==> config.mk <==
export PLATFORM = sky130hd
export DESIGN_NAME = frv_rng_prng
export DESIGN_NICKNAME = d
export VERILOG_FILES = /design/src/rtl/frv_rng_prng_pkg.sv /design/src/rtl/frv_rng_lfsr_step.sv /design/src/rtl/frv_rng_prng.sv
export SDC_FILE = /design/constraint.sdc
export NUM_CORES = 1
export LEC_CHECK = 0
export CAP_MARGIN = 30
export CORE_UTILIZATION = 41
export DETAILED_ROUTE_END_ITERATION = 12
export GPL_TIMING_DRIVEN = 0
export PLACE_DENSITY = 0.66
export SYNTH_ARGS = -nofsm -noshare
export SYNTH_HDL_FRONTEND = slang
export SYNTH_SLANG_ARGS = --single-unit
==> constraint.sdc <==
create_clock -name g_clk -period 4.45 [get_ports g_clk]
set_clock_uncertainty 0.05 [all_clocks]
set_input_delay 0.89 -clock g_clk [delete_from_list [all_inputs] [get_ports g_clk]]
set_output_delay 0.89 -clock g_clk [all_outputs]
set_load 0.01 [all_outputs]
==> src/rtl/frv_rng_prng_pkg.sv <==
`default_nettype none
// ============================================================================
// Module   : frv_rng_prng_pkg
// Brief    : Shared op/status encodings, FSM states and health helper for
//            the randomness-source block.
// Revision : 1.0
// ============================================================================
package frv_rng_prng_pkg;

  localparam int unsigned c_lfsr_w = 32;

  localparam logic [2:0] c_op_seed = 3'b001;
  localparam logic [2:0] c_op_samp = 3'b010;
  localparam logic [2:0] c_op_test = 3'b100;

  localparam logic [2:0] c_status_no_init   = 3'b000;
  localparam logic [2:0] c_status_unhealthy = 3'b001;
  localparam logic [2:0] c_status_healthy   = 3'b100;

  typedef enum logic [1:0] {
    ST_IDLE = 2'd0,
    ST_BUSY = 2'd1,
    ST_RSP  = 2'd2
  } rng_state_e;

  // Health reported to the core: unseeded beats exhausted.
  function automatic logic [2:0] health_status(input logic seeded, input logic exhausted);
    if (!seeded) begin
      return c_status_no_init;
    end else if (exhausted) begin
      return c_status_unhealthy;
    end
    return c_status_healthy;
  endfunction

endpackage
`default_nettype wire

==> src/rtl/frv_rng_lfsr_step.sv <==
`default_nettype none
// ============================================================================
// Module   : frv_rng_lfsr_step
// Brief    : One Galois LFSR step (right shift, feedback mask on bit 0).
// Revision : 1.0
// ============================================================================
module frv_rng_lfsr_step
  import frv_rng_prng_pkg::*;
#(
  parameter logic [c_lfsr_w-1:0] LFSR_TAPS = 32'h8020_0003
) (
  input  logic [c_lfsr_w-1:0] i_lfsr,
  output logic [c_lfsr_w-1:0] o_lfsr
);

  logic [c_lfsr_w-1:0] w_shifted;

  assign w_shifted = i_lfsr >> 1;
  assign o_lfsr    = i_lfsr[0] ? (w_shifted ^ LFSR_TAPS) : w_shifted;

endmodule
`default_nettype wire

==> src/rtl/frv_rng_prng.sv <==
`default_nettype none
// ============================================================================
// Module   : frv_rng_prng
// Brief    : LFSR-based randomness source serving SEED/SAMP/TEST requests
//            with a single-outstanding valid/ready request/response pair.
// Revision : 1.0
// ============================================================================
module frv_rng_prng
  import frv_rng_prng_pkg::*;
#(
  parameter logic [31:0] LFSR_RESET   = 32'h6789_ABCD,
  parameter logic [31:0] LFSR_TAPS    = 32'h8020_0003,
  parameter int unsigned SEED_CYCLES  = 8,
  parameter int unsigned RESEED_LIMIT = 1024,
  parameter bit          FREE_RUN     = 1'b1
) (
  input  logic        g_clk,
  input  logic        g_resetn,
  input  logic        rng_req_valid,
  input  logic [2:0]  rng_req_op,
  input  logic [31:0] rng_req_data,
  output logic        rng_req_ready,
  output logic        rng_rsp_valid,
  output logic [2:0]  rng_rsp_status,
  output logic [31:0] rng_rsp_data,
  input  logic        rng_rsp_ready
);

  localparam int unsigned        c_cnt_w    = $clog2(RESEED_LIMIT + 1);
  localparam logic [c_cnt_w-1:0] c_cnt_max  = c_cnt_w'(RESEED_LIMIT);
  localparam logic [7:0]         c_mix_last = 8'(SEED_CYCLES - 1);

  rng_state_e          r_state;
  rng_state_e          w_state_nxt;
  logic [31:0]         r_lfsr;
  logic [31:0]         w_lfsr_nxt;
  logic [31:0]         w_lfsr_step;
  logic [31:0]         w_seed_mix;
  logic                r_seeded;
  logic                w_seeded_nxt;
  logic [c_cnt_w-1:0]  r_count;
  logic [c_cnt_w-1:0]  w_count_nxt;
  logic [c_cnt_w-1:0]  w_count_inc;
  logic [7:0]          r_mix;
  logic [7:0]          w_mix_nxt;
  logic [31:0]         r_rsp_data;
  logic [31:0]         w_rsp_data_nxt;
  logic [2:0]          r_rsp_status;
  logic [2:0]          w_rsp_status_nxt;
  logic                w_req_fire;
  logic                w_exhausted;
  logic                w_idle_step;

  frv_rng_lfsr_step #(
    .LFSR_TAPS (LFSR_TAPS)
  ) u_step (
    .i_lfsr (r_lfsr),
    .o_lfsr (w_lfsr_step)
  );

  // Whether the LFSR keeps advancing while no SAMP/mixing is in progress.
  generate
    if (FREE_RUN) begin : g_free_run
      assign w_idle_step = 1'b1;
    end else begin : g_gated_step
      assign w_idle_step = 1'b0;
    end
  endgenerate

  assign rng_req_ready  = (r_state == ST_IDLE);
  assign rng_rsp_valid  = (r_state == ST_RSP);
  assign rng_rsp_status = r_rsp_status;
  assign rng_rsp_data   = r_rsp_data;

  assign w_req_fire  = rng_req_valid && (r_state == ST_IDLE);
  assign w_exhausted = (r_count >= c_cnt_max);
  assign w_count_inc = w_exhausted ? c_cnt_max : (r_count + 1'b1);
  assign w_seed_mix  = r_lfsr ^ rng_req_data;

  always_comb begin
    w_state_nxt      = r_state;
    w_lfsr_nxt       = w_idle_step ? w_lfsr_step : r_lfsr;
    w_seeded_nxt     = r_seeded;
    w_count_nxt      = r_count;
    w_mix_nxt        = r_mix;
    w_rsp_data_nxt   = r_rsp_data;
    w_rsp_status_nxt = r_rsp_status;

    case (r_state)
      ST_IDLE: begin
        if (w_req_fire) begin
          case (rng_req_op)
            c_op_samp: begin
              w_rsp_data_nxt   = r_lfsr;
              w_rsp_status_nxt = health_status(r_seeded, w_exhausted);
              w_lfsr_nxt       = w_lfsr_step;
              w_count_nxt      = w_count_inc;
              w_state_nxt      = ST_RSP;
            end
            c_op_seed: begin
              // An all-zero Galois LFSR is a lock-up state, so fall back to the reset value.
              w_lfsr_nxt   = (w_seed_mix == '0) ? LFSR_RESET : w_seed_mix;
              w_seeded_nxt = 1'b1;
              w_count_nxt  = '0;
              w_mix_nxt    = '0;
              w_state_nxt  = ST_BUSY;
            end
            default: begin
              w_rsp_data_nxt   = '0;
              w_rsp_status_nxt = health_status(r_seeded, w_exhausted);
              w_state_nxt      = ST_RSP;
            end
          endcase
        end
      end
      ST_BUSY: begin
        w_lfsr_nxt = w_lfsr_step;
        w_mix_nxt  = r_mix + 8'd1;
        if (r_mix == c_mix_last) begin
          w_rsp_data_nxt   = '0;
          w_rsp_status_nxt = health_status(r_seeded, w_exhausted);
          w_state_nxt      = ST_RSP;
        end
      end
      ST_RSP: begin
        if (rng_rsp_ready) begin
          w_state_nxt = ST_IDLE;
        end
      end
      default: begin
        w_state_nxt = ST_IDLE;
      end
    endcase
  end

  always_ff @(posedge g_clk) begin
    if (!g_resetn) begin
      r_state      <= ST_IDLE;
      r_lfsr       <= LFSR_RESET;
      r_seeded     <= 1'b0;
      r_count      <= '0;
      r_mix        <= '0;
      r_rsp_data   <= '0;
      r_rsp_status <= c_status_no_init;
    end else begin
      r_state      <= w_state_nxt;
      r_lfsr       <= w_lfsr_nxt;
      r_seeded     <= w_seeded_nxt;
      r_count      <= w_count_nxt;
      r_mix        <= w_mix_nxt;
      r_rsp_data   <= w_rsp_data_nxt;
      r_rsp_status <= w_rsp_status_nxt;
    end
  end

endmodule
`default_nettype wire

==> impl_metrics.env, run 1 <==
export IMPL_first_iter_violations=124
export IMPL_drive_above_1_share=0.0848
export IMPL_placedInstanceArea_um2=4750
export IMPL_fin_worst_hold_slack_ns=0.400
export IMPL_total_of_warnings_raised_by_yosys=0
export IMPL_instances_no_fill=630
export IMPL_post_route_worst_setup_slack_ns=1.74
export IMPL_final_antenna_net_count=0
export IMPL_cts_num_sinks=88
export IMPL_power_switching_mw=0.458
export IMPL_dpl_worst_slack_ns=1.38
export IMPL_grt_overflow_total=0
export IMPL_max_cap_violations=0
export IMPL_final_hold_violation_count=0
export IMPL_numPortBuffers=73
export IMPL_synth_seq_cells=88
export IMPL_worst_pin_slew_ns=0.605
export IMPL_share_clk_of_total_power=0.360
export IMPL_hpwlAfterDp_um=7080
export IMPL_area_sequential_um2=1760
export IMPL_swShare=0.255
export IMPL_synth_seq_area_share=0.453
export IMPL_grt_usage=0.201
export IMPL_floorplan_die_area_um2=9870
export IMPL_post_cts_resize_count=0
export IMPL_boundaryPins=76
export IMPL_setup_tns_final_ns=0
export IMPL_syn_nets=473
export IMPL_synth_cells=431
export IMPL_cts_htree_levels=3
export IMPL_maxClockFrequency_ghz=0.369
export IMPL_routedWlPerCell_um=14.8
export IMPL_fin_area_um2=4990
export IMPL_n_antenna_cell=0
export IMPL_insertion_delay_ns=0.35
export IMPL_ys_flop_type="sky130_fd_sc_hd__dfxtp_1"
export IMPL_grt_max_degree=15
export IMPL_area_growth_syn_to_layout_pct=28.4
export IMPL_finalWeightedCongestion=0.854
export IMPL_placement_rows=35
export IMPL_timing_critical_path_arrival_ns=2.95
export IMPL_postRouteWirelength_um=9320
export IMPL_worstSetupPathType="primary input to flip-flop"
export IMPL_synth_async_sr_flop_share=0
export IMPL_synth_cell_type_count=50
export IMPL_fp_dieW_um=99.3
export IMPL_grt_pass1_vias=3211
export IMPL_comb_power_share=0.156
export IMPL_leakage_nw=1.84
export IMPL_syn_mean_instance_area_um2=9.01
export IMPL_hold_path_class="flip-flop to flip-flop"
export IMPL_internal_power_mw=1.34
export IMPL_dieHeight_um=99.3
export IMPL_slew_viol_final=0
export IMPL_postCtsSetupBuffers=0
export IMPL_design_core_area_um2=9200
export IMPL_post_route_period_util=0.608
export IMPL_via_per_inst=5.10
export IMPL_timing_max_slew_rel_slack=0.596
export IMPL_cts_inserted_buffers=9
export IMPL_cts_tree="yes"
export IMPL_postLayoutCoreUtil=0.542
export IMPL_number_of_antenna_violations_at_the_first_check_in_global_routing=0
export IMPL_multi_input_comb_area_um2=1910
export IMPL_critPathCaptureType="flip-flop"
export IMPL_cts_hold_repair_buffers=0
export IMPL_vias=3212
export IMPL_synth_edff_count=0
export IMPL_n_fill_cell=882
export IMPL_crit_path_max_fanout=10
export IMPL_finalNetCount=557
export IMPL_start_util=0.422
export IMPL_root_buffer="sky130_fd_sc_hd__clkbuf_8"
export IMPL_pwr_share_seq=0.484
export IMPL_drc_errors=0
export IMPL_worst_setup_hold_path_clk_slew_ns=0.08
export IMPL_cellPowerDensity_nw_per_um2=360
export IMPL_mappedNetlistArea_um2=3880
export IMPL_design_power_total_mw=1.80
export IMPL_drt_pass1_iter_count=4
export IMPL_cell_count_after_placement=615
export IMPL_cp_start_kind="primary input"
export IMPL_status="finished, final reports clean"
export IMPL_report_final_setup_viol=0
export IMPL_rsz_0062_raised_after_global_routing="no"
export IMPL_worstPathRequired_ns=4.69
export IMPL_max_clock_path_buffers=2
export IMPL_grt_first_pass_wirelength_um=15400
export IMPL_timing_final_crit_period_ns=2.71
export IMPL_power_ir_vdd_worst_v=0.000239
flip-flops by register name, indices dropped and copies added (netlist names):
| name | cells |
|---|---|
| r_state | 2 |
| r_mix | 8 |
| r_lfsr | 32 |
| rng_rsp_data | 32 |
| rng_rsp_status | 2 |
| r_seeded | 1 |
| r_count | 11 |
logic make-up (layout without fill, tap and decap cells):
logic type	Yosys count	count (layout)	synth area share
and+or+nand+nor	160	160	0.210
buffers and inverters	42	130	0.0544
AOI/OAI and AO/OA	87	87	0.159
DFF	88	88	0.453
adders and majority gates	3	3	0.00966
other	1	1	0.000965
xor gates and xnor gates	50	50	0.113
metal layers:
layer,global-route usage,vias to the layer above,part of all wire
li1,-,1630,-
met1,0.249,1499,0.45
met2,0.351,76,0.50
met3,0.0464,7,0.046
met4,0.0520,0,0.010
met5,0,-,0
synthesized netlist by cell type (all sizes together) (2+ instances only):
cell / number / area, um2
xnor2: 37 / 324
o211ai: 2 / 15.0
buf: 15 / 110
and2: 2 / 12.5
nor4b: 2 / 30.0
dfxtp: 88 / 1760
inv: 17 / 63.8
ha: 3 / 37.5
nor4: 3 / 40.0
a21oi: 22 / 114
a22o: 12 / 105
xor2: 13 / 114
nand2: 46 / 173
nand3: 43 / 220
clkbuf: 10 / 37.5
o21ai: 5 / 32.5
and3: 3 / 18.8
a31oi: 2 / 12.5
nand4: 9 / 56.3
o211a: 2 / 20.0
nor3: 2 / 20.0
nor2b: 3 / 18.8
o21a: 2 / 15.0
a21boi: 34 / 255
nor2: 38 / 148
or3b: 2 / 20.0
worst max-delay path, cell delays in order:
cell                              delay (ns)
sky130_fd_sc_hd__clkdlybuf4s50_1        0.59
sky130_fd_sc_hd__or3b_4                 0.45
sky130_fd_sc_hd__o21ai_2                0.35
sky130_fd_sc_hd__clkbuf_1               0.47
sky130_fd_sc_hd__nor2_1                 0.08
sky130_fd_sc_hd__a21oi_1                0.12
power groups by stage:
| stage | sequential, mW | clock, mW | combinational [mW] |
|---|---|---|---|
| 2_1_floorplan | 0.880 | 0 | 0.179 |
| 3_3_place_gp | 0.885 | 0 | 0.277 |
| 3_5_place_dp | 0.887 | 0 | 0.281 |
| 4_1_cts | 0.868 | 0.661 | 0.284 |
| 5_1_grt | 0.875 | 0.692 | 0.308 |
| 6_report | 0.868 | 0.647 | 0.281 |
final timing paths:
kind                            depth (start not counted)                         start                            to  slack [ns]
worst max-delay path                                    6                 rng_req_op[0]         r_lfsr[13]$_SDFF_PN1_        1.74
worst min-delay path                                    2  rng_rsp_data[8]$_SDFFE_PN0P_  rng_rsp_data[8]$_SDFFE_PN0P_        0.40
worst max register to register                          7         r_mix[0]$_SDFFE_PN0P_  rng_rsp_data[2]$_SDFFE_PN0P_        2.16
worst min register to register                          2  rng_rsp_data[8]$_SDFFE_PN0P_  rng_rsp_data[8]$_SDFFE_PN0P_        0.40
placed cells by master (no fill, tap or decap), drive strengths merged, types with 2 or more instances in the layout:
cell           netlist  layout
dfxtp               88      88
clkdlybuf4s50        0      73
nand2               46      46
nand3               43      43
nor2                38      38
xnor2               37      37
a21boi              34      34
a21oi               22      22
clkbuf              10      19
inv                 17      17
buf                 15      15
xor2                13      13
a22o                12      12
nand4                9       9
o21ai                5       5
nor2b                3       3
and3                 3       3
ha                   3       3
bufinv               0       3
clkinv               0       3
nor4                 3       3
o211a                2       2
nor4b                2       2
a31oi                2       2
o21a                 2       2
nor3                 2       2
o211ai               2       2
and2                 2       2
or3b                 2       2
area by class of cell:
| type | instances | share of cell area |
|---|---|---|
| Buffer | 25 | 0.0296 |
| Clock buffer | 9 | 0.0248 |
| Clock inverter | 6 | 0.0218 |
| Inverter | 17 | 0.0128 |
| Multi-Input combinational cell | 301 | 0.383 |
| Sequential cell | 88 | 0.353 |
| Tap cell | 111 | 0.0278 |
| Timing Repair Buffer | 73 | 0.147 |
(Power assumes the default switching activity.)
==> run 2: changes to the inputs <==
PLACE_DENSITY = 0.68   (was 0.66)
clock period = 2.4 ns   (was 4.45 ns; I/O delays follow)
==> run 2 against run 1 <==
Net effect: final cell count increased by 0.32%; utilization rose by 0.26 points; global-route usage decreased by 0.17 points; largest cell class unchanged; die area stayed put.
==> impl_metrics.env, run 2 (synthesized netlist as in run 1, its figures left out) <==
export IMPL_timing_reg2reg_worst_path_depth=8
export IMPL_cts_htree_levels=3
export IMPL_root_buffer="sky130_fd_sc_hd__clkbuf_8"
export IMPL_drc_errors=0
export IMPL_hold_path_depth=2
export IMPL_insertion_delay_ns=0.35
export IMPL_cell_count_after_placement=615
export IMPL_slew_viol_final=0
export IMPL_hold_end="rng_rsp_data[26]$_SDFFE_PN0P_"
export IMPL_finalWeightedCongestion=0.848
export IMPL_number_of_antenna_violations_at_the_first_check_in_global_routing=0
export IMPL_status="finished, final reports clean"
export IMPL_commonest_cells_after_routing_fill_and_taps_aside="sky130_fd_sc_hd__dfxtp_1, sky130_fd_sc_hd__clkdlybuf4s50_1, sky130_fd_sc_hd__nand2_1, sky130_fd_sc_hd__nand3_1, sky130_fd_sc_hd__xnor2_1"
export IMPL_critPathSlowestCell="sky130_fd_sc_hd__clkdlybuf4s50_1"
export IMPL_critical_path_reg2reg_startpoint="r_mix[0]$_SDFFE_PN0P_"
export IMPL_worst_pin_slew_ns=0.590
export IMPL_boundaryPins=76
export IMPL_routedWlPerCell_um=15.1
export IMPL_n_antenna_cell=0
export IMPL_placement_rows=35
export IMPL_grt_first_pass_wirelength_um=15400
export IMPL_worstSetupPathType="primary input to flip-flop"
export IMPL_power_ir_vdd_worst_v=0.000297
export IMPL_postRouteWirelength_um=9520
export IMPL_finalNetCount=558
export IMPL_hpwlAfterDp_um=7160
export IMPL_ff_to_ff_end="rng_rsp_data[2]$_SDFFE_PN0P_"
export IMPL_post_route_worst_setup_slack_ns=0.128
export IMPL_timing_critical_path_cells="clkdlybuf4s50_1 -> or3b_4 -> a21oi_2 -> or3_1 -> buf_4 -> buf_4 -> nand2_1 -> a21boi_1"
export IMPL_final_hold_violation_count=0
export IMPL_crit_path_max_fanout=10
export IMPL_cellPowerDensity_nw_per_um2=669
export IMPL_grt_pass1_vias=3206
export IMPL_drt_pass1_iter_count=4
export IMPL_first_iter_violations=135
export IMPL_postLayoutCoreUtil=0.545
export IMPL_fin_area_um2=5010
export IMPL_cts_inserted_buffers=9
export IMPL_final_antenna_net_count=0
export IMPL_worstPathRequired_ns=2.63
export IMPL_grt_max_degree=15
export IMPL_max_clock_path_buffers=2
export IMPL_timing_max_slew_rel_slack=0.606
export IMPL_rrSetupSlack_ns=0.23
export IMPL_placedInstanceArea_um2=4750
export IMPL_global_route_usage_met3=0.0401
export IMPL_top_usage_layer="met2"
export IMPL_vias=3281
export IMPL_worstPathBufferInverterCount=3
export IMPL_hold_path_class="flip-flop to flip-flop"
export IMPL_cts_num_sinks=88
export IMPL_grt_usage=0.199
export IMPL_report_final_setup_viol=0
export IMPL_start_util=0.422
export IMPL_grt_overflow_total=0
export IMPL_cp_start_kind="primary input"
export IMPL_cp_common_cell="sky130_fd_sc_hd__buf_4"
export IMPL_dieHeight_um=99.3
export IMPL_post_route_period_util=0.947
export IMPL_design_core_area_um2=9200
export IMPL_design_power_total_mw=3.35
export IMPL_leakage_nw=1.85
export IMPL_critical_path_max_stage_delay_ns=0.60
export IMPL_timing_critical_path_arrival_ns=2.50
export IMPL_drive_above_1_share=0.0902
export IMPL_worstHoldStart="rng_rsp_data[26]$_SDFFE_PN0P_"
export IMPL_rsz_0062_raised_after_global_routing="no"
export IMPL_dpl_worst_slack_ns=-0.258
export IMPL_area_growth_syn_to_layout_pct=29.0
export IMPL_max_cap_violations=0
export IMPL_grtUsageMet2=0.349
export IMPL_fp_dieW_um=99.3
export IMPL_cts_tree="yes"
export IMPL_timing_final_crit_period_ns=2.27
export IMPL_numPortBuffers=73
export IMPL_crit_family="buffers and inverters"
export IMPL_instances_no_fill=632
export IMPL_maxClockFrequency_ghz=0.440
export IMPL_critPathCaptureType="flip-flop"
export IMPL_worst_setup_hold_path_clk_slew_ns=0.09
export IMPL_via_per_inst=5.19
export IMPL_layout_commonest_cell="sky130_fd_sc_hd__dfxtp_1"
export IMPL_floorplan_die_area_um2=9870
export IMPL_gr_usage_met1=0.246
export IMPL_timing_critical_path_depth=8
## run 2: cell count changes in the layout (fill, tap and decap cells not counted)
cell,before,now
sky130_fd_sc_hd__buf_4,4,5
sky130_fd_sc_hd__clkbuf_2,0,1
sky130_fd_sc_hd__clkinv_4,1,0
sky130_fd_sc_hd__clkinvlp_4,0,1
sky130_fd_sc_hd__nor3_2,2,1
sky130_fd_sc_hd__nor3_4,0,1
sky130_fd_sc_hd__nor4_1,1,0
sky130_fd_sc_hd__nor4_2,1,2
## run 2: routing by layer
metal | up-vias | wire length [um]
met5 | - | 0
met4 | 0 | 155
met3 | 13 | 381
met2 | 83 | 4710
met1 | 1545 | 4270
li1 | 1640 | -
## run 2: cell type report
class | instances | area (um2)
inverters | 17 | 63.8
clock inverters | 6 | 108
well taps | 111 | 139
plain buffers | 25 | 149
clock buffers | 10 | 128
multi-input cells | 301 | 1920
flip-flops and latches | 88 | 1760
fillers | 876 | 4190
repair buffers | 74 | 738
## run 2: timing repair
item / in CTS / in global routing
setup buffers: 0 / 1
hold buffers: 0 / 0
resized for setup: 0 / 4
setup endpoints to repair: 0 / 32
## run 2: metrics by stage
| step | hold slack [ns] | setup TNS [ns] |
|---|---|---|
| after global placement | 0.389 | -7.74 |
| after detailed placement | 0.395 | -12.17 |
| after CTS | 0.406 | 0 |
| final | 0.402 | 0 |
| after global routing | 0.416 | 0 |
| after floorplan | 0.391 | 0 |
## run 2: worst max-delay path by stage
stage / startpoint / to / slack [ns]
final: rng_req_op[0] / rng_rsp_data[23]$_SDFFE_PN0P_ / 0.13
after global routing: r_mix[0]$_SDFFE_PN0P_ / rng_rsp_data[3]$_SDFFE_PN0P_ / 0.01
after CTS: r_mix[0]$_SDFFE_PN0P_ / rng_rsp_data[2]$_SDFFE_PN0P_ / 0.08
after detailed placement: rng_req_op[0] / r_lfsr[16]$_SDFF_PN1_ / -0.26
after global placement: rng_req_data[6] / r_lfsr[14]$_SDFF_PN0_ / -0.17
after floorplan: rng_req_data[30] / r_lfsr[10]$_SDFF_PN0_ / 0.57
## run 2: worst reg2reg max path: stages, from the launching register on
cell and delay (ns):
sky130_fd_sc_hd__dfxtp_1 0.38, sky130_fd_sc_hd__ha_1 0.24, sky130_fd_sc_hd__nor4b_2 0.23, sky130_fd_sc_hd__a31oi_1 0.22, sky130_fd_sc_hd__nor3_4 0.23, sky130_fd_sc_hd__buf_4 0.19, sky130_fd_sc_hd__buf_2 0.24, sky130_fd_sc_hd__nand3_1 0.13
sky130_fd_sc_hd__a21boi_0 0.20
## run 2: report_power, final
group / switching, mW / internal [mW] / leakage [nW]
clock network: 0.522 / 0.688 / 0.116
logic: 0.272 / 0.259 / 1.01
registers: 0.0698 / 1.54 / 0.719
total: 0.863 / 2.49 / 1.85
==> run 3: changes to the inputs <==
SLEW_MARGIN = 5   (was default)
TNS_END_PERCENT = 20   (was default)
==> results of run 3 <==
Same layout as run 2: the final DEF is identical, and so are final timing and power.
